### src/rtl/vend_ctrl.sv
// Coin-operated vending controller: accumulates credit from coin pulses,
// vends on sel when credit covers PRICE, and returns change or refunds on cancel.
module vend_ctrl #(
  parameter logic [6:0] PRICE      = 7'd35,
  parameter logic [6:0] MAX_CREDIT = 7'd100
) (
  input  logic       clk,
  input  logic       rst_n,
  input  logic       coin5,
  input  logic       coin10,
  input  logic       coin20,
  input  logic       sel,
  input  logic       cancel,
  output logic [6:0] credit,
  output logic       dispense,
  output logic       change_valid,
  output logic [6:0] change_amt,
  output logic       coin_reject,
  output logic       busy,
  output logic [1:0] state_dbg
);

  typedef enum logic [1:0] {
    IDLE    = 2'd0,
    COLLECT = 2'd1,
    VEND    = 2'd2,
    REFUND  = 2'd3
  } state_t;

  state_t     state, next_state;
  logic [6:0] refund_amt, next_refund;
  logic [6:0] next_credit, next_change_amt;
  logic       next_dispense, next_change_valid, next_coin_reject;
  logic       any_coin;
  logic [7:0] coin_sum, credit_total;

  // 8-bit sum so credit + coins can be compared to the ceiling without wrapping
  assign any_coin     = coin5 | coin10 | coin20;
  assign coin_sum     = (coin5  ? 8'd5  : 8'd0) +
                        (coin10 ? 8'd10 : 8'd0) +
                        (coin20 ? 8'd20 : 8'd0);
  assign credit_total = {1'b0, credit} + coin_sum;

  assign busy      = (state == VEND) || (state == REFUND);
  assign state_dbg = state;

  always_comb begin
    next_state        = state;
    next_credit       = credit;
    next_refund       = refund_amt;
    next_dispense     = 1'b0;
    next_change_valid = 1'b0;
    next_change_amt   = 7'd0;
    next_coin_reject  = 1'b0;
    case (state)
      IDLE, COLLECT: begin
        if (cancel && (credit != 7'd0)) begin
          next_state        = REFUND;
          next_refund       = credit;
          next_change_valid = 1'b1;
          next_change_amt   = credit;
          next_coin_reject  = any_coin;
        end else if (sel && (credit >= PRICE)) begin
          next_state       = VEND;
          next_refund      = credit - PRICE;
          next_dispense    = 1'b1;
          next_coin_reject = any_coin;
        end else if (any_coin) begin
          if (credit_total <= {1'b0, MAX_CREDIT}) begin
            next_credit = credit_total[6:0];
            next_state  = COLLECT;
          end else begin
            next_coin_reject = 1'b1;
          end
        end
      end
      VEND: begin
        // Outputs are registered, so REFUND's change pulse is loaded on leaving VEND
        next_state        = REFUND;
        next_change_valid = (refund_amt != 7'd0);
        next_change_amt   = refund_amt;
        next_coin_reject  = any_coin;
      end
      REFUND: begin
        next_state       = IDLE;
        next_credit      = 7'd0;
        next_refund      = 7'd0;
        next_coin_reject = any_coin;
      end
      default: next_state = IDLE;
    endcase
  end

  always_ff @(posedge clk or negedge rst_n) begin
    if (!rst_n) begin
      state        <= IDLE;
      credit       <= 7'd0;
      refund_amt   <= 7'd0;
      dispense     <= 1'b0;
      change_valid <= 1'b0;
      change_amt   <= 7'd0;
      coin_reject  <= 1'b0;
    end else begin
      state        <= next_state;
      credit       <= next_credit;
      refund_amt   <= next_refund;
      dispense     <= next_dispense;
      change_valid <= next_change_valid;
      change_amt   <= next_change_amt;
      coin_reject  <= next_coin_reject;
    end
  end

endmodule

### config.mk
export PLATFORM = sky130hd
export DESIGN_NAME = vend_ctrl
export DESIGN_NICKNAME = d
export VERILOG_FILES = /design/src/rtl/vend_ctrl.sv
export SDC_FILE = /design/constraint.sdc
export NUM_CORES = 1
export LEC_CHECK = 0
export ABC_CLOCK_PERIOD_IN_PS = 4100
export CAP_MARGIN = 30
export CORE_UTILIZATION = 53
export DETAILED_ROUTE_END_ITERATION = 7
export PLACE_DENSITY = 0.89
export SLEW_MARGIN = 20
export SYNTH_ARGS = -nofsm -noshare
export SYNTH_HDL_FRONTEND = slang
export SYNTH_SLANG_ARGS = --single-unit
### constraint.sdc
create_clock -name clk -period 4.1 [get_ports clk]
set_input_delay 0.82 -clock clk [delete_from_list [all_inputs] [get_ports clk]]
set_output_delay 0.82 -clock clk [all_outputs]
set_load 0.02 [all_outputs]
==> summary.txt, run 1 <==
Synth
  – Post-Syn Area: between 0.0015 and 0.002 mm^2
  – Synth Warn #: 0
  – Most frequent cell after synthesis: dfrtp_1
  – Cell count after synthesis: 182
  – EDFF count, synth: 0
  – Top FF cell, synth: dfrtp_1
  – Post-Syn Area per Cell: approximately 9.4 um^2
  – Asr flop ratio synth: 100%
  – Area leader, netlist: dfrtp_1
  – Yosys reg bits: 26
  – Top post-synthesis cells by count: 26 x dfrtp_1, 21 x o21ai_0, 17 x nand2_1
  – Post-synth top area share: about two fifths
  – Ranking of synthesized cells by area: dfrtp_1 38%, ha_1 8.8%, o21ai_0 6.2%
  – Sequential-to-total area share from yosys stat: a little under two fifths
  – Post-synth cell types: 49
  – Post-Syn Nets: 203

Flow run
  – Max_cap viols: 0

Timing
  – Setup TNS: 0 ns
  – Worst slew margin: roughly 62%
  – Final setup vio count: 0
  – Fmax: ~0.27 GHz
  – Clock skew: around 0.0065 ns
  – Unrepaired setup endpoints after global routing: no
  – Worst Max-Slew Pin Slew: roughly 0.57 ns
  – Tmin final: 3.64 ns
  – Final worst-path cycle share: about nine tenths
  – Final slew viol count: 0
  – Final hold violation count: 0

Cells and area
  – Area delta synth->final: 20.7%
  – Multi-input gate area: a little under 0.001 mm^2
  – Fillcell total: 259
  – Fin cells: 250
  – Final nets: 228
  – Storage cell area: between 600 and 700 um^2
  – Layout cells sized above 1: under 10%
  – # diodes: 0

Floorplanning
  – Initial Utilization: 55.9%
  – CORE AREA: about 0.0031 mm^2
  – Die area: around 0.0034 mm^2
  – Die Width: between 50 and 60 um
  – Die height: just under 60 um
  – # rows: 20
  – I/O pin count: 27

Clocking
  – Clock Tree Root: clkbuf_4
  – CTS Hold Bufs: 0
  – Later-pin clock latency in the skew report: ~0.32 ns
  – CTS tree: yes
  – CTS buffer count: 3
  – Post-CTS setup buffer count: 0
  – H-tree Lvls: 1
  – Clock Pin Slew Worst Setup and Hold Paths: 0.14 ns
  – CTS Sinks: 26
  – Post_cts resized: 0
  – Clk buf depth: 2

Power
  – Net Switching: 722 uW
  – Clock share of power: 10.9%
  – Cell internal pwr: 874 uW
  – Comb pwr share: around three fifths
  – Sw frac: between 40% and 50%
  – Pwr Density: between 700 and 800 mW/mm^2
  – Seq pwr share: slightly below 30%
  – VDD IR-drop max: 0.443 mV
  – Leakage Power: around 0.9 nW

Routing
  – Antenna Nets Post-Route: 0
  – Drt first pass iters: 4
  – Post-route DRC: 0
  – WL final: between 3000 and 4000 um
  – Drt via density: about 5.6
  – Vias after detailed routing: between 1000 and 1500
  – Wire per inst: about 14 um
  – Detailed Route Iter0 Violations: 59

Worst setup path
  – Worst Setup End Kind: register
  – R2R depth: 9
  – Startpoint Class: input port
  – Worst-path maximum fanout: 4
  – Reg2reg end: credit[6]
  – R2R setup slack: ~0.9 ns
  – Worst path required time: 4.35 ns
  – Worst EP arrival: roughly 4 ns
  – Crit Reg-Reg Startpoint: credit[2]
  – Crit Path Class: input port to register

Global routing
  – Total grt overflow: 0
  – Largest net degree at the start of global routing: 21
  – Vias in the first global route: ~1300
  – First-pass GRT wire length: 6110 um
  – Initial antenna violation count: 0
  – Gr usage total: between 20% and 30%

Place
  – Number of buffers added on ports: 26
  – Hpwl dp: 2690 um
  – RePlAce Congestion: 0.864
  – Placed Cells: 246

Worst hold path
  – Hold Crit Endpoint: change_amt[0]
  – Min-delay src: refund_amt[0]
  – Hold WC Path Type: register to register
  – Hold Path Depth: 2

Run status
  – Outcome: complete, no violations
[worst max path at each step]
stage | slack, ns | from | end | cells past startpoint
3_3_place_gp | 0.22 | coin5 | credit[6] | 11
6_report | 0.46 | coin5 | credit[6] | 10
4_1_cts | 0.48 | coin5 | credit[6] | 10
5_1_grt | 0.22 | coin5 | credit[6] | 10
3_5_place_dp | 0.15 | coin5 | credit[6] | 10
2_1_floorplan | 0.83 | coin5 | credit[6] | 10
[cells by family after synthesis]
family,Yosys count,synth area share [%]
compound gates,53,22.3
xor+xnor,8,4.11
fa+ha+maj,14,11.2
buf+inv,21,5.28
flops,26,38.2
mux,1,0.587
simple gates,59,18.4
[metal layers]
metal  GRT usage (%)  part of all wire [%]  vias up
met1            32.7                    48      661
met4            7.14                   1.3        0
met2            38.1                    48       30
met5               0                     0        -
met3            1.32                   2.4        5
li1                -                     -      701
[placed cells by master, fill, tap and decap left out, types with 6 or more instances in the layout]
master	Yosys	routed
a21oi_1	8	8
o21ai_0	21	21
inv_1	13	13
ha_1	12	12
nand2_1	17	17
clkdlybuf4s50_1	0	26
dfrtp_1	26	26
nand3_1	10	10
nor2_1	6	6
[area by class of cell]
class / instances / share of cell area [%]
Clock buffer: 3 / 1.09
Clock inverter: 1 / 1.46
Inverter: 13 / 2.37
Multi-Input combinational cell: 135 / 46.9
Sequential cell: 26 / 31.6
Tap cell: 44 / 2.67
Timing Repair Buffer: 28 / 13.9
[worst max-delay path: stages]
cell and delay (ns):
clkdlybuf4s50_1 0.52, inv_1 0.08, fa_1 0.52, fa_1 0.48, xor2_1 0.26, nand3_1 0.12, mux2i_1 0.38, nor2_1 0.09
or4_1 0.47, a31oi_1 0.17
[stage by stage]
step	hold WS (ns)	power [mW]	setup slack [ns]	util, %	area, um^2
after floorplan	0.471	1.14	0.833	-	1710
after global placement	0.492	1.39	0.220	64.8	1980
after detailed placement	0.504	1.42	0.146	65.7	2010
after CTS	0.534	1.59	0.480	67.4	2060
after global routing	0.567	1.73	0.223	67.4	2060
final	0.533	1.60	0.459	67.4	2060
[power by group through the flow]
| stage | combinational (mW) | clock (mW) | sequential [mW] |
|---|---|---|---|
| after detailed placement | 0.941 | 0 | 0.476 |
| final | 0.949 | 0.174 | 0.472 |
| after CTS | 0.948 | 0.175 | 0.470 |
| after global placement | 0.922 | 0 | 0.471 |
| after global routing | 1.05 | 0.189 | 0.487 |
| after floorplan | 0.653 | 0 | 0.492 |
[flip-flops by register name, indices dropped and copies added (netlist names)]
signal / flops
coin_reject: 1
change_amt: 7
credit: 7
change_valid: 1
dispense: 1
state_dbg: 2
refund_amt: 7
Note: power is estimated with default switching activity, not from simulation.
==> run 2: changes to the inputs <==
--- a/config.mk
+++ b/config.mk
@@ -7,8 +7,9 @@
 export LEC_CHECK = 0
 export ABC_CLOCK_PERIOD_IN_PS = 4100
 export CAP_MARGIN = 30
-export CORE_UTILIZATION = 53
+export CORE_UTILIZATION = 63
 export DETAILED_ROUTE_END_ITERATION = 7
+export DONT_BUFFER_PORTS = 1
 export PLACE_DENSITY = 0.89
 export SLEW_MARGIN = 20
 export SYNTH_ARGS = -nofsm -noshare
==> run 2 against run 1 <==
Power shrank 13%. Via count decreased by 3.9%. Clock skew fell by 0.0033 ns. Largest cell class unchanged. Critical path type is now register to register. Combinational power down 24%. Critical endpoint unchanged. Global-route usage up 4.0 points. Fmax rose by 10%. Core utilization up 0.94 points. First-iteration DRC count decreased by 56%.
==> summary.txt, run 2 (synthesis gave the netlist of run 1 again) <==
Timing
  – Clock skew: 0.00321 ns (was 0.00646 ns)
  – Final worst-path cycle share: 80.5% (was 88.8%)
  – Final hold violation count: 0 (unchanged)
  – Tmin final: 3.30 ns (was 3.64 ns)
  – Final setup vio count: 0 (unchanged)
  – Setup TNS: 0 ns (unchanged)
  – Unrepaired setup endpoints after global routing: no (unchanged)
  – Fmax: 0.303 GHz (was 0.275 GHz)
  – Worst slew margin: 43.2% (was 61.6%)
  – Worst Max-Slew Pin Slew: 0.851 ns (was 0.569 ns)
  – Final slew viol count: 0 (unchanged)

Floorplanning
  – I/O pin count: 27 (unchanged)
  – Die area: 0.00292 mm^2 (was 0.00345 mm^2)
  – # rows: 18 (was 20)
  – Die Width: 54.0 um (was 58.7 um)
  – CORE AREA: 0.00252 mm^2 (was 0.00305 mm^2)
  – Die height: 54.0 um (was 58.7 um)
  – Initial Utilization: 67.6% (was 55.9%)

Clocking
  – Post_cts resized: 0 (unchanged)
  – CTS Hold Bufs: 0 (unchanged)
  – H-tree Lvls: 1 (unchanged)
  – CTS Sinks: 26 (unchanged)
  – CTS buffer count: 3 (unchanged)
  – Clk buf depth: 2 (unchanged)
  – CTS tree: yes (unchanged)
  – Post-CTS setup buffer count: 0 (unchanged)
  – Clock Pin Slew Worst Setup and Hold Paths: 0.13 ns (was 0.14 ns)
  – Later-pin clock latency in the skew report: 0.31 ns (was 0.32 ns)
  – Clock Tree Root: clkbuf_4 (unchanged)

Worst setup path
  – Critical-path cell list: inv_1 > fa_1 > fa_1 > o21bai_1 > nand3_1 > mux2i_1 > nor2_1 > or4_1 > a31oi_1 (was clkdlybuf4s50_1 > inv_1 > fa_1 > fa_1 > xor2_1 > nand3_1 > mux2i_1 > nor2_1 > or4_1 > a31oi_1)
  – Startpoint Class: register (was input port)
  – Crit Path Class: register to register (was input port to register)
  – Slowest stage delay, CP: 0.65 ns (was 0.52 ns)
  – R2R depth: 9 (unchanged)
  – R2R setup slack: 0.80 ns (was 0.90 ns)
  – Worst EP arrival: 3.54 ns (was 3.89 ns)
  – CP top delay family: adder cells (unchanged)
  – Worst path required time: 4.34 ns (was 4.35 ns)
  – CP bufs+invs: 1 (was 2)
  – Critical-path top delay cell: dfrtp_1 (was clkdlybuf4s50_1)
  – Crit Reg-Reg Startpoint: credit[2] (unchanged)
  – Worst-path maximum fanout: 9 (was 4)
  – Worst Setup End Kind: register (unchanged)
  – Most used cell along the critical path: fa_1 (unchanged)
  – Reg2reg end: credit[6] (unchanged)

Power
  – VDD IR-drop max: 0.494 mV (was 0.443 mV)
  – Leakage Power: 0.779 nW (was 0.903 nW)
  – Pwr Density: 804 mW/mm^2 (was 775 mW/mm^2)

Routing
  – Drt first pass iters: 5 (was 4)
  – Antenna Nets Post-Route: 0 (unchanged)
  – Wire per inst: 16.4 um (was 13.9 um)
  – Detailed Route Iter0 Violations: 26 (was 59)
  – Post-route DRC: 0 (unchanged)
  – WL final: 3390 um (was 3470 um)
  – Drt via density: 6.48 (was 5.59)
  – Vias after detailed routing: 1342 (was 1397)

Global routing
  – Vias in the first global route: 1318 (was 1290)
  – Largest net degree at the start of global routing: 27 (was 21)
  – First-pass GRT wire length: 5690 um (was 6110 um)
  – Gr usage total: 27.1% (was 23.1%)
  – Initial antenna violation count: 0 (unchanged)
  – Total grt overflow: 0 (unchanged)

Cells and area
  – # diodes: 0 (unchanged)
  – Layout cells sized above 1: 8.47% (was 8.74%)
  – Final nets: 200 (was 228)
  – Most common cell after layout, fill and taps aside: dfrtp_1
  – Area delta synth->final: 1.10% (was 20.7%)
  – Most frequent cells in the layout: 26 x dfrtp_1, 21 x o21ai_0, 17 x nand2_1, 13 x inv_1, 12 x ha_1 (was 26 x dfrtp_1, 26 x clkdlybuf4s50_1, 21 x o21ai_0, 17 x nand2_1, 13 x inv_1)
  – Biggest regs: change_amt (7), credit (7), refund_amt (7) (unchanged)
  – Fin cells: 207 (was 250)

Run status
  – Outcome: complete, no violations (unchanged)

Place
  – RePlAce Congestion: 0.878 (was 0.864)
  – Hpwl dp: 2570 um (was 2690 um)
  – Placed Cells: 204 (was 246)
  – Number of buffers added on ports: 0 (was 26)

Flow run
  – Max_cap viols: 0 (unchanged)

Worst hold path
  – Hold WC Path Type: input port to asynchronous set/reset pin (was register to register)
## run 2: power breakdown
| part | total [mW] | internal [mW] | switching [mW] |
|---|---|---|---|
| Sequential | 0.558 | 0.346 | 0.212 |
| Combinational | 0.724 | 0.312 | 0.412 |
| Clock | 0.104 | 0.0344 | 0.0697 |
## run 2: metrics by stage
step	setup WS, ns	area, um^2	total power, mW	hold slack (ns)	util [%]
after floorplan	0.833	1710	1.14	0.471	-
after global placement	0.756	1700	1.24	0.493	67.5
after detailed placement	0.646	1700	1.27	0.513	67.5
after CTS	0.774	1720	1.38	0.173	68.4
after global routing	0.561	1720	1.50	0.144	68.4
final	0.800	1720	1.39	0.178	68.4
## run 2: cell type report
class,count,area (um^2)
clock buffers,3,22.5
fillers,210,798
inverters,13,48.8
multi-input cells,135,965
flip-flops and latches,26,651
well taps,30,37.5
## run 2: per-layer routing
| layer | wire length (um) | global-route usage [%] | vias up | share of wire, % |
|---|---|---|---|---|
| met1 | 1390 | 31.2 | 644 | 41 |
| met5 | 0 | 0 | - | 0 |
| met3 | 198 | 6.50 | 8 | 5.8 |
| li1 | - | - | 642 | - |
| met2 | 1730 | 46.3 | 48 | 51 |
| met4 | 63 | 13.7 | 0 | 1.9 |
## run 2: worst reg2reg max path, cell delays in order, from the launching register on
cell      delay (ns)
dfrtp_1         0.65
inv_1           0.11
fa_1            0.50
fa_1            0.58
o21bai_1        0.14
nand3_1         0.11
mux2i_1         0.39
nor2_1          0.09
or4_1           0.47
a31oi_1         0.19
## run 2: how the worst max path moves through the flow
| stage | from | end | slack (ns) | depth (start not counted) |
|---|---|---|---|---|
| floorplan | coin5 | credit[6] | 0.83 | 10 |
| global placement | coin5 | credit[6] | 0.76 | 10 |
| detailed placement | coin5 | credit[6] | 0.65 | 10 |
| CTS | credit[2] | credit[6] | 0.77 | 10 |
| global route | credit[2] | credit[6] | 0.56 | 9 |
| finish | credit[2] | credit[6] | 0.80 | 9 |
==> RTL change 1 (flow settings as in run 1) <==
Put one more register stage on the output `state_dbg`, cleared by the reset. The value now appears one clock later. The other outputs are not delayed to match.
--- a/src/rtl/vend_ctrl.sv
+++ b/src/rtl/vend_ctrl.sv
@@ -42,7 +42,13 @@
   assign credit_total = {1'b0, credit} + coin_sum;
 
   assign busy      = (state == VEND) || (state == REFUND);
-  assign state_dbg = state;
+  always_ff @(posedge clk or negedge rst_n) begin
+    if (!rst_n) begin
+      state_dbg <= '0;
+    end else begin
+      state_dbg <= state;
+    end
+  end
 
   always_comb begin
     next_state        = state;
Formal check against the unedited RTL: not equivalent (a bounded check fails within 4 cycles, from zero or initial values and one cycle with rst_n low).
==> RTL change 1 against run 1 <==
- area after synthesis fell by 2.2%
- global-route usage rose by 0.41 points
- highest routed layer unchanged
- hold slack got worse by 0.043 ns
- fmax fell by 1.9%
- cell area fell by 2.3%
- routed wire length rose by 4.0%
- total power rose by 3.9%
- via count rose by 3.7%
- worst setup slack got worse by 0.069 ns
- non-clock buffer count rose by 1
- clock power rose by 4%
- register-to-register slack got worse by 0.02 ns
- sequential cell count rose by 2
==> RTL change 1: results (changes against run 1) <==
outcome complete, no violations; Crit path largest cell delay 0.56 ns (+0.04 ns); Syn Nets 200 (-1.5%); non-filler cells, final 245 (-2.0%); Arrival @ worst endpoint 3.96 ns (+0.07 ns); share of cells above drive strength 1 7.39% (-1.3 points); dpl hpwl 2.67 mm (-0.71%); routed wire length 3.60 mm (+4.0%); Worst Path Max Fanout 12 (+8); GPL Wtd Cong 0.884 (+2.3%); hold path start state[0]; clk_skew 0.00816 ns (+0.00169 ns); Least-Margin Pin Slew 0.859 ns (+0.289 ns); Leak 0.868 nW (-3.9%); Worst path slowest cell fa_1; Peak VDD IR 0.427 mV (-3.5%); Netlist cell types 41 (-16%); synth cell count leaders dfrtp_1 (28), nand2_1 (17), inv_1 (15), o21ai_0 (15), nand3_1 (13); drt initial violations 75 (+27%); largest net degree at the start of global routing 29 (+38%); Area contributors post-synth dfrtp_1 (42%), ha_1 (9.0%), o21ai_0 (4.5%), nand3_1 (3.9%), nand2_1 (3.8%); dpl cells 241 (-2.0%); cell type group with the largest total delay on the critical path compound AO/OA/AOI/OAI gates; clock-pin slew on the worst setup and hold paths 0.14 ns (about the same); first-pass GRT wire length 6.04 mm (-1.2%); # nets final 225 (-1.3%); Post-Place Worst Slack -0.162 ns (-0.308 ns); GRT Overall Usage 23.5% (+0.41 points); cells after synthesis 179 (-1.6%); hold path cells 0 (-2); via/cell ratio 5.91 (+5.8%); Syn. warnings 0 (unchanged); DP Area 1950 um2 (-2.6%); register area share after synthesis 42.0% (+3.9 points); Worst Reg-to-Reg Cells 11 (+2)
RTL change 1: cell count changes after synthesis, sizes merged, moves of 3 or more:
| cell | before | now |
|---|---|---|
| buf | 5 | 2 |
| clkbuf | 3 | 7 |
| a21o | 5 | 2 |
| and2 | 5 | 0 |
RTL change 1: power by group:
part | leakage, nW | internal [mW] | total, mW | switching (mW)
Sequential | 0.358 | 0.385 | 0.530 | 0.145
Combinational | 0.482 | 0.425 | 0.947 | 0.522
Clock | 0.0279 | 0.0989 | 0.181 | 0.0822
Total | 0.868 | 0.909 | 1.66 | 0.748
RTL change 1: per-layer routing:
layer / GRT usage, % / part of all wire (%) / up-vias
met4: 11.9 / 2.6 / 0
li1: - / - / 679
met2: 40.1 / 52 / 56
met1: 29.0 / 41 / 702
met3: 3.57 / 4.2 / 11
met5: 0 / 0 / -
RTL change 1: layout make-up:
cell class	instances	area, um2
inverter	15	56.3
clock inverter	1	30.0
sequential	28	701
fill	218	866
multi-input combinational	127	866
clock buffer	3	22.5
tap	42	52.6
timing repair buffer	29	283
RTL change 1: cell families after synthesis:
logic type | Yosys count | share of synthesized area [%]
simple gates | 57 | 17.0
compound gates | 48 | 18.9
flops | 28 | 42.0
buf+inv | 24 | 6.30
fa+ha+maj | 14 | 11.4
xor+xnor | 7 | 3.68
mux | 1 | 0.675
RTL change 1: path summary, 6_finish.rpt:
check / to / slack (ns)
max in group asynchronous: refund_amt[1] / 2.99
min in group asynchronous: refund_amt[6] / 0.85
hold reg to reg: state_dbg[0] / 0.49
setup reg to reg: credit[4] / 0.88
setup / recovery: credit[4] / 0.39
hold / removal: state_dbg[0] / 0.49
==> RTL change 2 (settings of run 1) <==
Without the edit above. `MAX_CREDIT`: 7'd100 -> 7'd75.
--- a/src/rtl/vend_ctrl.sv
+++ b/src/rtl/vend_ctrl.sv
@@ -2,7 +2,7 @@
 // vends on sel when credit covers PRICE, and returns change or refunds on cancel.
 module vend_ctrl #(
   parameter logic [6:0] PRICE      = 7'd35,
-  parameter logic [6:0] MAX_CREDIT = 7'd100
+  parameter logic [6:0] MAX_CREDIT = 7'd75
 ) (
   input  logic       clk,
   input  logic       rst_n,
Check against the original RTL: not equivalent (a bounded check fails within 4 cycles, from zero or initial values and one cycle with rst_n low).
==> RTL change 2 against run 1 <==
- count of clock-buffer cells in the layout stayed put
- synthesized cell count is 0.55% lower
- the flow now finishes with violations (DRC)
- total power is 7.4% lower
- worst setup slack worse by 0.15 ns
- highest routed layer unchanged
- cell area is 4.3% lower
- utilization is 1.6 points higher
- sequential cell count stayed put
- clock power is 39% lower
- routed wire length is 6.7% higher
- die area is 3.0% lower
- global-route usage is 1.8 points higher
- area after synthesis is 3.1% lower
==> RTL change 2: results (changes against run 1) <==
vias in the first global route 1,399 (+8.4%); reg-to-reg slack, setup 0.77 ns (-0.13 ns); outcome complete, but fails checks; global-route track usage on met3 3.35% (+2.0 points); Synth Area in Adders 11.5% (+0.35 points); clk_skew 0.00190 ns (-0.00457 ns); share of cells above drive strength 1 4.39% (-4.3 points); via count 1,462 (+4.7%); failing checks DRC; GRT met1 Usage 31.4% (-1.3 points); Area contributors post-synth dfrtp_1 (39%), ha_1 (9.1%), inv_1 (3.9%), nand2_1 (3.4%), xnor2_1 (3.2%); Peak VDD IR 0.448 mV (+1.1%); register area share after synthesis 39.4% (+1.2 points); dpl hpwl 2.84 mm (+5.6%); GPL Wtd Cong 0.850 (-1.6%); Least-Margin Pin Slew 0.768 ns (+0.199 ns); drt initial violations 48 (-19%); via/cell ratio 6.19 (+11%); first-pass GRT wire length 6.47 mm (+5.8%); # DRC 1 (+1); GRT Overall Usage 24.9% (+1.8 points); FF-to-FF End credit[4]; Worst Reg-to-Reg Cells 10 (+1); Syn Nets 202 (-0.49%); largest net degree at the start of global routing 30 (+43%); Arrival @ worst endpoint 4.01 ns (+0.12 ns)
-- RTL change 2: changes by cell type after synthesis, sizes merged, moves of 3 or more --
| cell | change |
|---|---|
| buf | -4 |
| inv | +4 |
| o21ai | -9 |
| a22o | +4 |
| nand3 | -3 |
| nand2b | +3 |
| nor3 | +3 |
| clkbuf | +4 |
| a21o | -3 |
| nor2 | +3 |
| o311ai | +5 |
| and2 | -5 |
-- RTL change 2: worst max-delay path, stage by stage --
cell             delay [ns]
clkdlybuf4s50_1        0.50
inv_1                  0.07
fa_1                   0.50
fa_1                   0.58
inv_1                  0.05
a32o_1                 0.26
nor3_2                 0.20
a31oi_1                0.14
a31o_1                 0.29
or4_1                  0.49
o311ai_1               0.10
-- RTL change 2: how the worst max path moves through the flow --
stage           start   endpoint  slack (ns)  cells past startpoint
2_1_floorplan   coin5  credit[3]        0.67                     10
3_3_place_gp   coin20  credit[4]        0.09                     11
5_1_grt        coin20  credit[1]         0.1                     11
3_5_place_dp   coin20  credit[4]       -0.03                     11
6_report       coin20  credit[4]        0.31                     11
4_1_cts        coin20  credit[4]        0.32                     11
-- RTL change 2: routing by layer --
layer  vias to the layer above  share of wire (%)
li1                        698                  -
met1                       708                 42
met2                        50                 53
met3                         6                3.7
met4                         0                1.1
met5                         -                  0
-- RTL change 2: cell families after synthesis --
group | Yosys count
buffers and inverters | 26
AND/OR/NAND/NOR | 60
AO/OA/AOI/OAI | 46
adder cells (fa/ha/maj) | 14
multiplexers | 1
flip-flops | 26
XOR/XNOR | 8
-- RTL change 2: cell type report --
class                      count  area [um2]
clock buffer                   3        22.5
fill                         225         883
inverter                      18        67.6
multi-input combinational    129         903
sequential                    26         651
tap                           31        38.8
timing repair buffer          29         287
-- RTL change 2: report_power, final --
part	total (mW)	internal, mW	leakage [nW]	switching (mW)
clock	0.107	0.0344	0.0138	0.0724
combinational	0.891	0.402	0.505	0.489
sequential	0.480	0.351	0.337	0.128
-- RTL change 2: metrics by stage --
| stage | TNS (ns) | setup slack [ns] | hold WS (ns) | total power [mW] |
|---|---|---|---|---|
| final | 0 | 0.309 | 0.545 | 1.48 |
| after global routing | 0 | 0.0995 | 0.591 | 1.60 |
| after CTS | 0 | 0.320 | 0.542 | 1.47 |
| after detailed placement | -0.0351 | -0.0256 | 0.512 | 1.37 |
| after global placement | 0 | 0.0863 | 0.501 | 1.32 |
| after floorplan | 0 | 0.672 | 0.471 | 1.08 |
